**config.mk**
```make
export PLATFORM = sky130hd
export DESIGN_NAME = rns2bin_32_31_21_5
export DESIGN_NICKNAME = d
export VERILOG_FILES = /design/src/rtl/rns2bin_32_31_21_5.sv
export SDC_FILE = /design/constraint.sdc
export NUM_CORES = 1
export LEC_CHECK = 0
export ABC_AREA = 1
export CORE_MARGIN = 2
export CORE_UTILIZATION = 40
export DETAILED_ROUTE_END_ITERATION = 10
export GPL_TIMING_DRIVEN = 1
export PLACE_DENSITY = 0.63
export SYNTH_ARGS = -nofsm -noshare
export SYNTH_HDL_FRONTEND = slang
export SYNTH_SLANG_ARGS = --single-unit
```
**constraint.sdc**
```tcl
create_clock -name clk -period 31.4 [get_ports clk]
set_input_delay 9.42 -clock clk [delete_from_list [all_inputs] [get_ports clk]]
set_output_delay 9.42 -clock clk [all_outputs]
set_load 0.02 [all_outputs]
```
**src/rtl/rns2bin_32_31_21_5.sv**
```systemverilog
// rns2bin_32_31_21_5: mixed-radix RNS(32,31,21,5) to binary converter, one radix step per clock
module rns2bin_32_31_21_5 #(
    parameter int MAX_MOD  = 5,
    parameter int OUT_SIZE = 17
) (
    input  logic                clk,
    input  logic                reset,
    input  logic                in_valid,
    output logic                in_ready,
    input  logic [MAX_MOD-1:0]  in_mod_1,
    input  logic [MAX_MOD-1:0]  in_mod_2,
    input  logic [MAX_MOD-1:0]  in_mod_3,
    input  logic [MAX_MOD-1:0]  in_mod_4,
    output logic                out_valid,
    input  logic                out_ready,
    output logic [OUT_SIZE-1:0] out_data,
    output logic                out_err
);
    typedef enum logic [2:0] {IDLE, STEP2, STEP3, STEP4, DONE} state_t;
    localparam logic [OUT_SIZE-1:0] M2 = OUT_SIZE'(31);
    localparam logic [OUT_SIZE-1:0] M3 = OUT_SIZE'(21);
    localparam logic [OUT_SIZE-1:0] M4 = OUT_SIZE'(5);
    localparam logic [OUT_SIZE-1:0] W2 = OUT_SIZE'(32);
    localparam logic [OUT_SIZE-1:0] W3 = OUT_SIZE'(992);
    localparam logic [OUT_SIZE-1:0] W4 = OUT_SIZE'(20832);
    localparam logic [OUT_SIZE-1:0] I3 = OUT_SIZE'(17);
    localparam logic [OUT_SIZE-1:0] I4 = OUT_SIZE'(3);
    state_t state_q, state_d;
    logic [MAX_MOD-1:0]  r2_q, r2_d, r3_q, r3_d, r4_q, r4_d;
    logic [OUT_SIZE-1:0] x_q, x_d, out_data_q, out_data_d, a2, a3, a4;
    logic                err_q, err_d, out_err_q, out_err_d;
    // Mixed-radix digits; adding the modulus first keeps each difference non-negative
    assign a2 = (OUT_SIZE'(r2_q) + M2 - x_q % M2) % M2;
    assign a3 = ((OUT_SIZE'(r3_q) + M3 - x_q % M3) * I3) % M3;
    assign a4 = ((OUT_SIZE'(r4_q) + M4 - x_q % M4) * I4) % M4;
    // State register
    always_ff @(posedge clk or posedge reset) begin
        if (reset) state_q <= IDLE;
        else       state_q <= state_d;
    end
    // Next state: accept in IDLE, step through the radices, hold DONE until consumed
    always_comb begin
        state_d = state_q;
        case (state_q)
            IDLE:    state_d = in_valid ? STEP2 : IDLE;
            STEP2:   state_d = STEP3;
            STEP3:   state_d = STEP4;
            STEP4:   state_d = DONE;
            DONE:    state_d = out_ready ? IDLE : DONE;
            default: state_d = IDLE;
        endcase
    end
    // Handshake outputs are pure state decodes
    always_comb begin
        in_ready  = state_q == IDLE;
        out_valid = state_q == DONE;
    end
    // Datapath next state: capture residues on accept, accumulate one radix term per step
    always_comb begin
        r2_d       = r2_q;
        r3_d       = r3_q;
        r4_d       = r4_q;
        x_d        = x_q;
        err_d      = err_q;
        out_data_d = out_data_q;
        out_err_d  = out_err_q;
        case (state_q)
            IDLE: if (in_valid) begin
                r2_d  = in_mod_2;
                r3_d  = in_mod_3;
                r4_d  = in_mod_4;
                x_d   = OUT_SIZE'(in_mod_1);
                err_d = (in_mod_2 > MAX_MOD'(30)) || (in_mod_3 > MAX_MOD'(20)) || (in_mod_4 > MAX_MOD'(4));
            end
            STEP2: x_d = x_q + W2 * a2;
            STEP3: x_d = x_q + W3 * a3;
            STEP4: begin
                out_data_d = err_q ? '0 : x_q + W4 * a4;
                out_err_d  = err_q;
            end
            default: ;
        endcase
    end
    // Datapath registers
    always_ff @(posedge clk or posedge reset) begin
        if (reset) begin
            r2_q       <= '0;
            r3_q       <= '0;
            r4_q       <= '0;
            x_q        <= '0;
            err_q      <= 1'b0;
            out_data_q <= '0;
            out_err_q  <= 1'b0;
        end else begin
            r2_q       <= r2_d;
            r3_q       <= r3_d;
            r4_q       <= r4_d;
            x_q        <= x_d;
            err_q      <= err_d;
            out_data_q <= out_data_d;
            out_err_q  <= out_err_d;
        end
    end
    assign out_data = out_data_q;
    assign out_err  = out_err_q;
endmodule

```
-- Word-level counts from Yosys, hierarchy flattened
Cells that the tools add are included.
W data, S select, Z words.
- word-level logic and storage cells: 47
- flip-flop bits (word level): 54
- output and inout port bits: 20
- $add $sub $neg: 9
- multiplexer cells: 6
- eq/ne operators: 5
- multipliers: 4
- divide/modulo/power cells: 6
- reduce and logical (&&, ||, !) cells: 6
- magnitude comparators: 3
- operators by type and width (cell ; number):
    $mod A17 B5 Y17 const B ; 4
    $add A17 B17 Y17 ; 3
    $pmux W17 S3 ; 1
    $sub A6 B17 Y17 ; 3
    $mod A17 B3 Y17 const B ; 2
    $mux W17 ; 2
    $mul A10 B17 Y12 const A ; 1
    $mul A17 B2 Y17 const B ; 1
    $mul A17 B5 Y17 const B ; 1
    $mul A5 B17 Y12 const A ; 1
    $pmux W3 S5 ; 1
    $add A5 B5 Y6 const B ; 2
    $gt A5 B5 Y1 const B ; 2
    $add A5 B3 Y6 const B ; 1
    $eq A3 B2 Y1 const B ; 2
    $gt A5 B3 Y1 const B ; 1
    $reduce_and A2 Y1 ; 2
    $eq A3 B1 Y1 const B ; 1
    $eq A3 B3 Y1 const B ; 1
    $logic_not A3 Y1 ; 1
    $mux W3 ; 1
    $reduce_bool A3 Y1 ; 1
    $logic_or A1 B1 Y1 ; 2
    $ne A2 B2 Y1 const B ; 1
    $mux W1 ; 1

-- Logic depth before layout (Yosys ltp)
- word-level depth: 7
- depth in mapped cells: 243
- gate-level depth less buffers: 240

-- Least setup slack after synthesis
Ideal clock, no wire load.
- kind: register -> register
- start point: register x_q[12]
- end point: register x_q[16]
- setup slack: 4.076 ns
- cell stages (with the launch flop): 227
- required time: 31.278 ns
- buffers on the path: 3
- arrival: 27.202 ns
- path through: dfrtp_1 > clkdlybuf4s15_2 > nor2_1 > nor2_1 > inv_1 > nor2_1 > inv_1 > nand2_1 > xor2_1 > nor2_1 > nor2_1 > nor2_1 > nor3_1 > nor2_1 > inv_1 > nand2_1 > xor2_1 > inv_1 > [... 191 more ...] > inv_1 > ha_1 > nand2_1 > inv_1 > nor2_1 > o21ai_0 > inv_1 > nor2_1 > nor2_1 > o21bai_1 > nand2_1 > inv_1 > o21ai_0 > nand2_1 > xor2_1 > or2_1 > nand3_1 > o21ai_1
- longest elaborated chain between the ends: 7
- elaborated cells between the ends (all ways): 11
- those cells by class: 4 x add/sub; 2 x mul; 4 x div; 1 x mux
- RTL lines (element ; line ; RTL):
    from (decl) ; 30 ; logic [OUT_SIZE-1:0] x_q, x_d, out_data_q, out_data_d, a2, a3, a4;
    from (signal assigned) ; 90 ; x_q <= '0;
    from (signal assigned) ; 98 ; x_q <= x_d;
    $mod A17 B5 Y17 ; 34 ; assign a3 = ((OUT_SIZE'(r3_q) + M3 - x_q % M3) * I3) % M3;
    $sub A6 B17 Y17 ; 34 ;
    $mul A17 B5 Y17 ; 34 ;
    $mod A17 B5 Y17 ; 34 ;
    $mul A5 B17 Y12 ; 76 ; STEP3: x_d = x_q + W3 * a3;
    $add A17 B17 Y17 ; 76 ;
    $pmux W17 S3 * ; 67 ; case (state_q)
Mark *: on every way between the ends. The rest lies on a longest branch, timed or not.
A chain may end at the register's enable or synchronous reset.

-- Worst setup path in the final report
- start point: register x_q[14]
- end point: register x_q[16]
The elaborated chain is that of the path after synthesis.

==> impl_metrics.toml <==
[routing]
drc_errors = 0
routed_via_density = 5.00
drt-wirelength-per-cell_um = 12.1
drt_wl_total_um = 39000
vias = 16161
ant_nets = 0
first_pass_iters = 5
drt_iter0_markers = 654

[grt]
grt_first_pass_wirelength_um = 66800
antenna_found_initial = 0
track_usage_pct = 17.7
grt_max_degree = 55
grt_pass1_vias = 15190
grt_overflow_total = 0

[floorplan]
fp.coreArea_um2 = 40800
dieArea_um2 = 43100
rows = 74
start_util_pct = 40.6
fp.dieW_um = 208
fp.dieH_um = 208
io_pins = 44

[yosys]
async_flop_share_pct = 100
synth-seq-cells = 54
synth_flop_cell = "dfrtp_1"
synth_area_um2 = 16600
synth_cells = 2639
yosysSeqAreaShare_pct = 8.16
syn_nets = 2850
yosysWarnings = 0
synth_edf_count = 0
synth_cell_types = 83
syn_avg_cell_area_um2 = 6.28

[worst_setup_path]
critPathCaptureType = "flip-flop"
crit_slowest_cell = "fa_1"
worstSetupStartpointType = "flip-flop"
cpPeakStageDelay_ns = 0.58
worst_path_most_repeated_cell = "nand2_1"
crit_required_ns = 31.58
worstSetupPathType = "flip-flop to flip-flop"
path_max_fanout = 9
cp.arrival_ns = 29.22

[cts]
htreeDepth = 2
cts_tree = "done"
worstSkewPairLatency_ns = 0.31
path_clk_slew_ns = 0.07
clk_path_buf_depth = 2
ctsHoldBuffers = 0
root_buffer = "clkbuf_16"
clock-sinks = 54
cts_buffers = 5

[placement]
place_congestion = 0.877
dp_hpwl_um = 32400
io_buffer_count = 43
place_area_um2 = 17500
placed_cells = 3193

[layout]
n_antenna_cell = 0
syn2layout_area_growth_pct = 11.1
finalNonFillerCells = 3231
mostFrequentLayoutCell = "nand2_1"
drive_gt1_share_pct = 17.4
nNetsFinal = 2909
final_cell_mix = "nand2_1, inv_1, nor2_1"
final_area_um2 = 18400

[sta]
period_needed_ns = 29.04
holdWs_ns = 0.485
setup_viol = 0
fin_setup_tns_ns = 0
fin_crit_sh_pct = 92.5
skew_ns = 0.00719
max_slew.worst_pin.slew_ns = 0.950
drv_slew = 0
clock.fmax_mhz = 34.4
maxSlewHeadroom_pct = 36.2
hold_viol_final = 0

[run_status]
status = "finished, final reports clean"

[flow_run]
maxCapViolCount = 0

[worst_hold_path]
hold_class = "flip-flop to flip-flop"
==> critical path: cells and delay by family, from the launching register on <==
family	cells	cell delay, ns
AND/OR/NAND/NOR	115	12.99
AO/OA/AOI/OAI	34	4.85
adder cells (fa/ha/maj)	11	3.76
XOR/XNOR	20	3.58
buffers and inverters	44	3.37
flip-flops	1	0.42
==> registers in the layout, indices dropped and copies added (netlist names) <==
| name | flops |
|---|---|
| r2_q | 5 |
| out_err | 1 |
| state_q | 3 |
| out_data | 17 |
| x_q | 17 |
| r4_q | 5 |
| err_q | 1 |
| r3_q | 5 |
==> logic make-up (layout without fill, tap and decap cells) <==
| group | Yosys count | in the layout | synth area share, % |
|---|---|---|---|
| buf+inv | 516 | 576 | 12.7 |
| simple gates | 1369 | 1369 | 40.5 |
| xor+xnor | 196 | 196 | 11.0 |
| flops | 54 | 54 | 8.16 |
| mux | 2 | 2 | 0.121 |
| fa+ha+maj | 187 | 187 | 15.8 |
| compound gates | 315 | 315 | 11.8 |
==> per-layer routing <==
metal  global-route usage [%]  vias up  wire (um)
met3                     1.06       25        988
li1                         -     8494          -
met1                     23.7     7424      18800
met5                        0        -          0
met4                     3.45        0        526
met2                     31.4      218      18700
==> layout make-up <==
class                      instances  area, um^2
timing repair buffer              77         686
fill                            4201       22400
clock buffer                       6         139
tap                              532         666
inverter                         491        1870
clock inverter                     2        17.5
sequential                        54        1360
multi-input combinational       2069       13700
==> metrics by stage <==
step / util, % / setup slack (ns)
floorplan: - / 4.08
global placement: 42.8 / 2.27
detailed placement: 42.8 / 0.484
CTS: 43.2 / 0.233
global route: 45.1 / -0.438
finish: 45.1 / 2.36
==> synth_stat cells (7+ instances only) <==
| library cell | number | area (um^2) |
|---|---|---|
| nand3_2 | 38 | 380 |
| clkbuf_1 | 9 | 33.8 |
| o21ai_0 | 88 | 440 |
| nand4_1 | 39 | 244 |
| nor3_1 | 24 | 120 |
| nor2_4 | 11 | 124 |
| nand2_2 | 117 | 732 |
| nand2_1 | 614 | 2300 |
| nand2_4 | 29 | 327 |
| inv_2 | 39 | 146 |
| inv_1 | 422 | 1580 |
| nand3_1 | 202 | 1010 |
| fa_1 | 38 | 761 |
| dfrtp_1 | 54 | 1350 |
| nor2_1 | 232 | 871 |
| or2_2 | 7 | 43.8 |
| ha_1 | 149 | 1860 |
| o21bai_1 | 15 | 113 |
| clkinv_1 | 16 | 60.1 |
| xnor2_1 | 49 | 429 |
| nor2_2 | 15 | 93.8 |
| clkinv_2 | 7 | 35.0 |
| o21ai_1 | 22 | 110 |
| nand3b_1 | 13 | 97.6 |
| a21oi_1 | 111 | 556 |
| xor2_1 | 141 | 1230 |
| o22ai_1 | 10 | 62.6 |
==> worst paths after layout <==
kind                       cells past startpoint  slack [ns]           to    start
min in group asynchronous                      3        9.65  out_data[0]    reset
max                                          224        2.36      x_q[16]  x_q[14]
max in group asynchronous                      3       21.19      x_q[14]    reset
min                                            2        0.48      r4_q[4]  r4_q[4]
min reg2reg                                    2        0.48      r4_q[4]  r4_q[4]
max reg2reg                                  224        2.36      x_q[16]  x_q[14]
==> timing repair <==
action,in CTS,in global routing
setup buffers,0,30
setup endpoints to repair,0,11
gates resized for setup,0,125
Power is not shown: default switching activity piles up to over one toggle a cycle in this logic, so the estimate is an artifact.
